**config.mk**
```make
export PLATFORM = sky130hd
export DESIGN_NAME = ct_mem_arbiter
export DESIGN_NICKNAME = d
export VERILOG_FILES = /design/src/rtl/ct_arb_pkg.sv /design/src/rtl/rr_pick.sv /design/src/rtl/ct_mem_arbiter.sv
export SDC_FILE = /design/constraint.sdc
export NUM_CORES = 1
export LEC_CHECK = 0
export CORE_ASPECT_RATIO = 0.7
export CORE_UTILIZATION = 45
export DETAILED_ROUTE_END_ITERATION = 7
export HOLD_SLACK_MARGIN = 0.12
export MAX_ROUTING_LAYER = met4
export PLACE_DENSITY = 0.86
export SYNTH_ARGS = -nofsm -noshare
export SYNTH_HDL_FRONTEND = slang
export SYNTH_SLANG_ARGS = --single-unit
```
**constraint.sdc**
```tcl
create_clock -name clk -period 10.6 [get_ports clk]
set_clock_uncertainty 0.1 [all_clocks]
set_input_delay 2.12 -clock clk [delete_from_list [all_inputs] [get_ports clk]]
set_output_delay 2.12 -clock clk [all_outputs]
set_load 0.1 [all_outputs]
```
**src/rtl/ct_arb_pkg.sv**
```systemverilog
// Shared types and defaults for the ciphertext memory arbiter of the multi-core cracker.
package ct_arb_pkg;

    typedef logic [7:0] ct_addr_t;

    localparam int CT_DATA_W   = 8;
    localparam int N_CORES_DEF = 4;
    localparam int RD_LAT_DEF  = 1;

    function automatic int wrap_inc(input int idx, input int n);
        return (idx + 1 >= n) ? 0 : idx + 1;
    endfunction

endpackage

```
**src/rtl/rr_pick.sv**
```systemverilog
// Combinational round-robin picker: first set request at or above ptr_i, wrapping modulo N.
module rr_pick #(
    parameter int N  = 4,
    parameter int IW = (N > 1) ? $clog2(N) : 1
) (
    input  logic [N-1:0]  req_i,
    input  logic [IW-1:0] ptr_i,
    output logic [N-1:0]  gnt_o,
    output logic [IW-1:0] idx_o,
    output logic          valid_o
);

    int c;

    always_comb begin
        gnt_o   = '0;
        idx_o   = '0;
        valid_o = 1'b0;
        c       = 0;
        // Walk the rotated request vector; the first hit is unrotated back to a core index.
        for (int k = 0; k < N; k++) begin
            c = int'(ptr_i) + k;
            if (c >= N) begin
                c = c - N;
            end
            if (!valid_o && req_i[c]) begin
                valid_o  = 1'b1;
                gnt_o[c] = 1'b1;
                idx_o    = IW'(c);
            end
        end
    end

endmodule

```
**src/rtl/ct_mem_arbiter.sv**
```systemverilog
// Round-robin arbiter for the single-port ciphertext memory, with tagged read returns and flush.
module ct_mem_arbiter
    import ct_arb_pkg::*;
#(
    parameter int N_CORES = N_CORES_DEF,
    parameter int RD_LAT  = RD_LAT_DEF
) (
    input  logic                 clk,
    input  logic                 rst,
    input  logic [N_CORES-1:0]   req,
    input  logic [8*N_CORES-1:0] req_addr,
    output logic [N_CORES-1:0]   gnt,
    output logic [N_CORES-1:0]   rvalid,
    output logic [CT_DATA_W-1:0] rddata,
    input  logic                 flush,
    output logic                 busy,
    output logic [7:0]           mem_addr,
    input  logic [CT_DATA_W-1:0] mem_rddata
);

    localparam int IW = $clog2(N_CORES);

    logic [IW-1:0]                   ptr_q, ptr_d;
    ct_addr_t                        addr_q, addr_d;
    logic [RD_LAT-1:0][N_CORES-1:0]  pipe_q, pipe_d;

    logic [N_CORES-1:0] pick_gnt;
    logic [IW-1:0]      pick_idx;
    logic               pick_vld;
    logic               grant_ok;

    rr_pick #(.N(N_CORES), .IW(IW)) u_pick (
        .req_i   (req),
        .ptr_i   (ptr_q),
        .gnt_o   (pick_gnt),
        .idx_o   (pick_idx),
        .valid_o (pick_vld)
    );

    // Grant is also suppressed while rst is high so outputs sit at reset values.
    assign grant_ok = pick_vld & ~flush & ~rst;

    always_comb begin
        gnt    = grant_ok ? pick_gnt : '0;
        ptr_d  = ptr_q;
        addr_d = addr_q;
        if (flush) begin
            ptr_d = '0;
        end else if (grant_ok) begin
            ptr_d = IW'(wrap_inc(int'(pick_idx), N_CORES));
            for (int i = 0; i < N_CORES; i++) begin
                if (pick_gnt[i]) begin
                    addr_d = req_addr[8*i +: 8];
                end
            end
        end
        mem_addr = addr_d;
    end

    always_comb begin
        pipe_d    = '0;
        pipe_d[0] = gnt;
        for (int s = 1; s < RD_LAT; s++) begin
            pipe_d[s] = pipe_q[s-1];
        end
        if (flush) begin
            pipe_d = '0;
        end
    end

    assign rvalid = flush ? '0 : pipe_q[RD_LAT-1];
    assign busy   = |pipe_q;
    assign rddata = mem_rddata;

    always_ff @(posedge clk or posedge rst) begin
        if (rst) begin
            ptr_q  <= '0;
            addr_q <= '0;
            pipe_q <= '0;
        end else begin
            ptr_q  <= ptr_d;
            addr_q <= addr_d;
            pipe_q <= pipe_d;
        end
    end

endmodule

```
==> impl_metrics.tcl, run 1 <==
set metrics [dict create \
    drive_gt1_share_pct 10.2 \
    num-nets-final 261 \
    max_freq_mhz 121 \
    fin_util_pct 63.7 \
    hp-class "flop to flop" \
    mostFrequentLayoutCell "clkdlybuf4s50_1" \
    synthDistinctLibCells 50 \
    drtIter0Drc 148 \
    yosysSeqAreaShare_pct 22.6 \
    vias_per_cell 5.81 \
    cp-end-kind "primary output" \
    cts_resized 0 \
    antenna_cells 0 \
    finalWorstSetupSlack_ps 2360 \
    p_leak_nw 0.801 \
    irDropWorstVdd_mv 0.326 \
    clock_latency_ps 250 \
    first_pass_iters 5 \
    area_growth_pct 32.0 \
    finalCriticalPeriod_ps 8240 \
    synthFlopType "dfrtp_1" \
    period_share_pct 77.7 \
    cts_tree "done" \
    tns_ps 0 \
    rsz0062_at_grt "false" \
    grt_pass1_vias 1409 \
    fp.dieW_microns 72.2 \
    routed_wl_microns 4160 \
    cts_buffers 3 \
    ys_ff_latch 14 \
    critPathKind "primary input to primary output" \
    worst_ep_arrival_time_ps 6020 \
    slew_violations 0 \
    startpoint_type "primary input" \
    hold_viol_final 0 \
    crit_fanout 10 \
    ys_warn_count 0 \
    hold_ws_ps 476 \
    path_clk_slew_ps 60 \
    clk_path_buf_depth 2 \
    num_vias 1470 \
    required_ps 8380 \
    cts_hold_buf 0 \
    synthArstFlopShare_pct 100 \
    cts-root-buf "clkbuf_8" \
    clock_sinks 14 \
    die-area_sq_um 3690 \
    detailed_place_hpwl_microns 3150 \
    wire_per_inst_microns 16.4 \
    setup_violations 0 \
    avgSynthCellArea_sq_um 9.28 \
    synth_nets 221 \
    worst_slew_margin_rel_pct 33.8 \
    tightest_slew_ps 990 \
    grt_remaining_overflow 0 \
    antenna_left 0 \
    port_buffers 55 \
    r2r_setup_slack_ps 6800 \
    n_fill_cell 256 \
    grt_max_degree 23 \
    track_usage_pct 24.5 \
    core_area_sq_um 3210 \
    post-cts-setup-buffers 0 \
    synthCells 167 \
    drv_cap 0 \
    drc 0 \
    antenna_found_initial 0 \
    gp_congestion 0.894 \
    initial_core_util_pct 48.3 \
    io_pins 72 \
    synth_area_sq_um 1550 \
    fp-row-count 17 \
    synth_edf_count 0 \
    cellPowerDensity_nw_per_um2 331 \
    die_h_microns 51.1 \
    status "finished, final reports clean" \
    place_ws_ps 2400 \
    htreeDepth 1 \
    grt_pass1_wl_microns 6710 \
    mostFrequentLayoutCells "clkdlybuf4s50_1 (55), o21ai_1 (19), dfrtp_1 (14)" \
]
[per-stage QoR]
step           instances  instance area, sq um  total power, mW
2_1_floorplan        167                  1550            0.544
4_1_cts              253                  2050            0.676
3_3_place_gp         249                  1990            0.613
6_report             253                  2050            0.677
5_1_grt              253                  2050            0.715
3_5_place_dp         249                  1990            0.620
[sequential cells by signal, indices dropped and copies added, names as in the netlist]
name and flops:
pipe_q 4, addr_q 8, ptr_q 2
[critical path: stages]
cell and delay, ps:
clkdlybuf4s50_1 580, mux4_2 660, nor3b_2 220, a211oi_4 320
nor2b_1 590, a222oi_1 190, o21ai_1 170, clkdlybuf4s50_1 1160
[final timing paths]
check | start | endpoint | cells after the start
max | req[2] | mem_addr[6] | 8
min | addr_q[5]$_DFF_PP0_ | addr_q[5]$_DFF_PP0_ | 2
max reg2reg | ptr_q[0]$_DFFE_PP0P_ | addr_q[6]$_DFF_PP0_ | 8
min reg2reg | addr_q[5]$_DFF_PP0_ | addr_q[5]$_DFF_PP0_ | 2
max in group asynchronous | rst | pipe_q[0]$_DFF_PP0_ | 2
min in group asynchronous | rst | addr_q[3]$_DFF_PP0_ | 2
[layer usage]
layer	routed length [microns]	global-route usage (%)
met1	1810	31.4
met2	2010	39.3
met3	272	4.34
met4	67	8.50
met5	0	-
[cells by family after synthesis]
| logic type | synth area share, % |
|---|---|
| compound gates | 34.2 |
| simple gates | 15.9 |
| buf+inv | 14.0 |
| flops | 22.6 |
| fa+ha+maj | 5.65 |
| mux | 7.10 |
| xor+xnor | 0.565 |
[area by class of cell]
cell class	instances	area, sq um	area share [%]
inverters	13	48.8	2.38
well taps	47	58.8	2.87
multi-input cells	120	983	48.0
repair buffers	55	551	26.9
clock buffers	4	55.1	2.69
flip-flops and latches	14	350	17.1
[Yosys cell counts, drive strengths merged, types with 3 or more instances]
| cell | instances | area [sq um] |
|---|---|---|
| a21oi | 6 | 33.8 |
| o211a | 8 | 80.1 |
| nand2 | 6 | 22.5 |
| ha | 7 | 87.6 |
| o21ai | 27 | 135 |
| nor2b | 12 | 85.1 |
| inv | 13 | 48.8 |
| buf | 17 | 151 |
| nand3b | 3 | 22.5 |
| a222oi | 8 | 80.1 |
| dfrtp | 14 | 350 |
| mux4 | 3 | 67.6 |
| mux2i | 3 | 42.5 |
| nor2 | 9 | 41.3 |
[where the power goes]
part / leakage (nW) / switching [mW] / internal [mW] / total [mW]
clock: 0.0288 / 0.0205 / 0.0330 / 0.0534
combinational: 0.591 / 0.358 / 0.170 / 0.528
sequential: 0.181 / 0.0220 / 0.0733 / 0.0953
total: 0.801 / 0.400 / 0.276 / 0.677
(Power assumes the default switching activity.)
==> run 2: changes to the inputs <==
- CORE_UTILIZATION: 45 -> 42
- PLACE_DENSITY: 0.86 -> 0.81
- clock period: 10.6 -> 7.6 ns (I/O delays scaled with it)
==> run 2 against run 1 <==
Design area shrank 1.0%. Combinational power rose by 37%. Non-clock buffer count stayed put.
==> impl_metrics.tcl, run 2 (synthesis gave the netlist of run 1 again) <==
set metrics [dict create \
    gp_congestion 0.881 \
    fp.dieW_microns 74.6 \
    cts-root-buf "clkbuf_8" \
    crit_fanout 18 \
    critPathKind "primary input to primary output" \
    antenna_left 0 \
    cp-end-kind "primary output" \
    grt_max_degree 23 \
    status "finished, final reports clean" \
    power_uw 929 \
    layout_top_registers "addr_q: 8 flops, pipe_q: 4 flops, ptr_q: 2 flops" \
    slowest_stage "clkdlybuf4s50_1" \
    tns_ps 0 \
    first_pass_iters 5 \
    largest_register_ffs 8 \
    htreeDepth 1 \
    finalWorstSetupSlack_ps 1200 \
    slew_violations 0 \
    core_area_sq_um 3540 \
    area_growth_pct 30.7 \
    p_leak_nw 0.815 \
    rsz0062_at_grt "false" \
    num-nets-final 261 \
    path_clk_slew_ps 60 \
    antenna_found_initial 0 \
    worst_slew_margin_rel_pct 34.2 \
    place_ws_ps 1230 \
    cts_resized 0 \
    drc 0 \
    worst_ep_arrival_time_ps 4780 \
    drive_gt1_share_pct 15.0 \
    drv_cap 0 \
    clk_path_buf_depth 2 \
    cp_num_buf_inv 2 \
    io_pins 72 \
    grt_remaining_overflow 0 \
    vias_per_cell 5.64 \
    mostFrequentLayoutCell "clkdlybuf4s50_1" \
    track_usage_pct 20.6 \
    hold_viol_final 0 \
    post-cts-setup-buffers 0 \
    max_freq_mhz 156 \
    antenna_cells 0 \
    wire_per_inst_microns 15.2 \
    hp-class "flop to flop" \
    hold_ws_ps 484 \
    cellPowerDensity_nw_per_um2 459 \
    detailed_place_hpwl_microns 2970 \
    die_h_microns 52.8 \
    cp_slowest_stage_delay_ps 990 \
    initial_core_util_pct 43.8 \
    largest_register "addr_q" \
    path_delay_family "buffers and inverters" \
    clock_latency_ps 240 \
    tightest_slew_ps 984 \
    period_share_pct 84.2 \
    grt_pass1_wl_microns 5880 \
    required_ps 5980 \
    irDropWorstVdd_mv 0.325 \
    cts_hold_buf 0 \
    fp-row-count 18 \
    setup_violations 0 \
    finalCriticalPeriod_ps 6400 \
    port_buffers 55 \
    routed_wl_microns 3900 \
    grt_pass1_vias 1200 \
    fin_cells 256 \
    clock_sinks 14 \
    num_vias 1444 \
    cts_tree "done" \
    worstPathCellList "clkdlybuf4s50_1 -> mux4_2 -> a22oi_1 -> nor2_1 -> a221oi_4 -> nor2_1 -> clkdlybuf4s50_1" \
    die-area_sq_um 3940 \
    mostFrequentLayoutCells "clkdlybuf4s50_1 (45), o21ai_1 (19), dfrtp_1 (14)" \
    dp_cells 252 \
    startpoint_type "primary input" \
    cts_buffers 3 \
    drtIter0Drc 129 \
]
-- run 2: changes by cell type in the layout (fill, tap and decap cells not counted), sizes merged --
cell           previous run  this run
clkdlybuf4s50            55        45
buf                       0        10
-- run 2: layer usage --
| layer | part of all wire, % | vias up | global-route usage [%] |
|---|---|---|---|
| met4 | 1.0 | 0 | 4.09 |
| met1 | 47 | 665 | 28.7 |
| met5 | 0 | - | - |
| met3 | 6.1 | 7 | 3.46 |
| met2 | 46 | 73 | 31.4 |
| li1 | - | 699 | - |
-- run 2: layout make-up --
cell class	instances	area [sq um]
repair buffers	55	526
fillers	317	1510
well taps	50	62.6
clock buffers	4	55.1
inverters	13	48.8
flip-flops and latches	14	350
multi-input cells	120	983
-- run 2: where the power goes --
group	leakage [nW]	switching, mW	internal (mW)	total [mW]
Combinational	0.605	0.495	0.226	0.721
Sequential	0.181	0.0319	0.102	0.134
Clock	0.0288	0.0276	0.0459	0.0735
-- run 2: path summary, 6_finish.rpt --
check | depth (start not counted) | slack [ps] | end | from
max | 7 | 1200 | gnt[1] | req[2]
min | 2 | 480 | addr_q[6]$_DFF_PP0_ | addr_q[6]$_DFF_PP0_
max reg2reg | 8 | 3790 | addr_q[5]$_DFF_PP0_ | ptr_q[0]$_DFFE_PP0P_
min reg2reg | 2 | 480 | addr_q[6]$_DFF_PP0_ | addr_q[6]$_DFF_PP0_
max in group asynchronous | 2 | 5450 | pipe_q[3]$_DFF_PP0_ | rst
min in group asynchronous | 2 | 1560 | addr_q[1]$_DFF_PP0_ | rst
-- run 2: worst reg2reg max path: stages (launching register included) --
cell and delay (ps):
dfrtp_1 760, inv_2 200, ha_1 520, mux4_2 660
nor3b_2 220, a211oi_4 320, nor2b_1 620, a222oi_1 150
o21ai_1 180
-- run 2: metrics by stage --
| step | instance area, sq um | utilization, % |
|---|---|---|
| 6_report | 2030 | 57.3 |
| 5_1_grt | 2030 | 57.3 |
| 4_1_cts | 2030 | 57.3 |
| 3_5_place_dp | 1970 | 55.7 |
| 3_3_place_gp | 1970 | 55.7 |
| 2_1_floorplan | 1550 | - |
==> run 3: changes to the inputs <==
- CORE_UTILIZATION: 42 -> 38
- PLACE_DENSITY: 0.81 -> 0.78
- clock period: 7.6 -> 5.6 ns (I/O delays scaled with it)
==> run 3 against run 2 <==
Worst hold slack better by 91 ps. Via count up 0.21%. Critical endpoint is now mem_addr[0]. First-iteration DRC count down 7.8%. Highest routed layer unchanged. Sequential cell count unchanged. Combinational power up 55%. Critical path type unchanged. Design area up 7.5%. Sequential share of layout area down 1.2 points. Power up 50%. Count of clock-buffer cells in the layout unchanged. Worst setup slack worse by 760 ps.
==> impl_metrics.tcl, run 3 (synthesis gave the netlist of run 1 again) <==
set metrics [dict create \
    status "finished, final reports clean" \
    drtIter0Drc 119 \
    num-nets-final 265 \
    vias_per_cell 5.52 \
    path_clk_slew_ps 60 \
    period_share_pct 92.1 \
    port_buffers 55 \
    power_frac_seq_pct 12.2 \
    cp-end-kind "primary output" \
    swShare_pct 55.3 \
    drc 0 \
    slew_violations 0 \
    gp_congestion 0.882 \
    tightest_slew_ps 962 \
    dp_cells 258 \
    crit_fanout 10 \
    post-cts-setup-buffers 0 \
    track_usage_pct 19.8 \
    tns_ps 0 \
    wire_per_inst_microns 14.9 \
    setup_violations 0 \
    irDropWorstVdd_mv 0.442 \
    drive_gt1_share_pct 17.6 \
    hold_ws_ps 574 \
    largest_register_ffs 8 \
    grt_max_degree 23 \
    pwr-share-comb_pct 80.6 \
    antenna_cells 0 \
    htreeDepth 1 \
    internal_power_uw 622 \
    stdcell_area_sq_um 2180 \
    grt_pass1_wl_microns 6510 \
    critPathKind "primary input to primary output" \
    clock_sinks 14 \
    die-area_sq_um 4340 \
    power_switching_uw 771 \
    fp-row-count 19 \
    initial_core_util_pct 39.5 \
    clock_latency_ps 240 \
    p_leak_nw 0.876 \
    finalCriticalPeriod_ps 5160 \
    cts_hold_buf 0 \
    cts-root-buf "clkbuf_8" \
    startpoint_type "primary input" \
    area_growth_pct 40.5 \
    hp-class "flop to flop" \
    required_ps 4380 \
    fin_cells 262 \
    die_h_microns 55.4 \
    worst_slew_margin_rel_pct 35.6 \
    max_freq_mhz 194 \
    worst_ep_arrival_time_ps 3940 \
    detailed_place_hpwl_microns 3010 \
    rsz0062_at_grt "false" \
    first_pass_iters 4 \
    cts_resized 0 \
    drv_cap 0 \
    cellPowerDensity_nw_per_um2 639 \
    layout_top_registers "addr_q: 8 flops, pipe_q: 4 flops, ptr_q: 2 flops" \
    mostFrequentLayoutCells "clkdlybuf4s50_1 (43), o21ai_1 (19), dfrtp_1 (14)" \
    grt_remaining_overflow 0 \
    antenna_found_initial 0 \
    largest_register "addr_q" \
    power.share.clock_pct 7.2 \
    post_dp_cell_area_sq_um 2120 \
    cts_buffers 3 \
    fp.dieW_microns 78.3 \
    grt_pass1_vias 1386 \
    hold_viol_final 0 \
    core_area_sq_um 3920 \
    routed_wl_microns 3910 \
    io_pins 72 \
    num_vias 1447 \
    antenna_left 0 \
    cts_tree "done" \
    clk_path_buf_depth 2 \
    mostFrequentLayoutCell "clkdlybuf4s50_1" \
]
run 3: cell count changes in the layout (fill, tap and decap cells not counted):
cell,delta
buf_12,+10
buf_4,-4
clkdlybuf4s50_1,-2
run 3: final timing paths:
kind / start / to / slack [ps] / cells past startpoint
worst max-delay path: req[2] / mem_addr[0] / 440 / 9
worst min-delay path: addr_q[7]$_DFF_PP0_ / addr_q[7]$_DFF_PP0_ / 570 / 2
worst max register to register: ptr_q[1]$_DFFE_PP0P_ / addr_q[5]$_DFF_PP0_ / 2160 / 9
worst min register to register: addr_q[7]$_DFF_PP0_ / addr_q[7]$_DFF_PP0_ / 570 / 2
max in group asynchronous: rst / addr_q[5]$_DFF_PP0_ / 3840 / 2
min in group asynchronous: rst / addr_q[4]$_DFF_PP0_ / 1170 / 2
run 3: final cells by class:
cell class	count	area, sq um
clock buffer	4	55.1
fill	360	1740
inverter	13	48.8
multi-input combinational	120	983
sequential	14	350
tap	52	65.1
timing repair buffer	59	676
run 3: power groups by stage:
stage / clock network, mW / registers (mW) / logic (mW)
CTS: 0.104 / 0.170 / 1.12
global placement: 0 / 0.170 / 1.11
detailed placement: 0 / 0.171 / 1.12
global route: 0.106 / 0.174 / 1.19
finish: 0.0999 / 0.170 / 1.12
floorplan: 0 / 0.162 / 0.868
run 3: metrics by stage:
stage / setup slack, ps / total power [mW] / util (%)
after global placement: 529 / 1.28 / 54.1
after floorplan: 336 / 1.03 / -
after global routing: 304 / 1.47 / 55.5
after detailed placement: 463 / 1.29 / 54.1
final: 442 / 1.39 / 55.5
after CTS: 447 / 1.40 / 55.5
run 3: worst max-delay path, cell delays in order:
cell             delay [ps]
clkdlybuf4s50_1         680
or3b_1                  390
a211o_1                 270
a21o_1                  200
a21bo_4                 250
a211oi_4                420
a222oi_1                160
o21ai_1                 220
buf_12                  220
run 3: layer usage:
| layer | share of wire (%) | global-route usage, % |
|---|---|---|
| met1 | 44 | 26.1 |
| met2 | 47 | 29.6 |
| met3 | 8.5 | 6.28 |
| met4 | 0.46 | 4.50 |
| met5 | 0 | - |
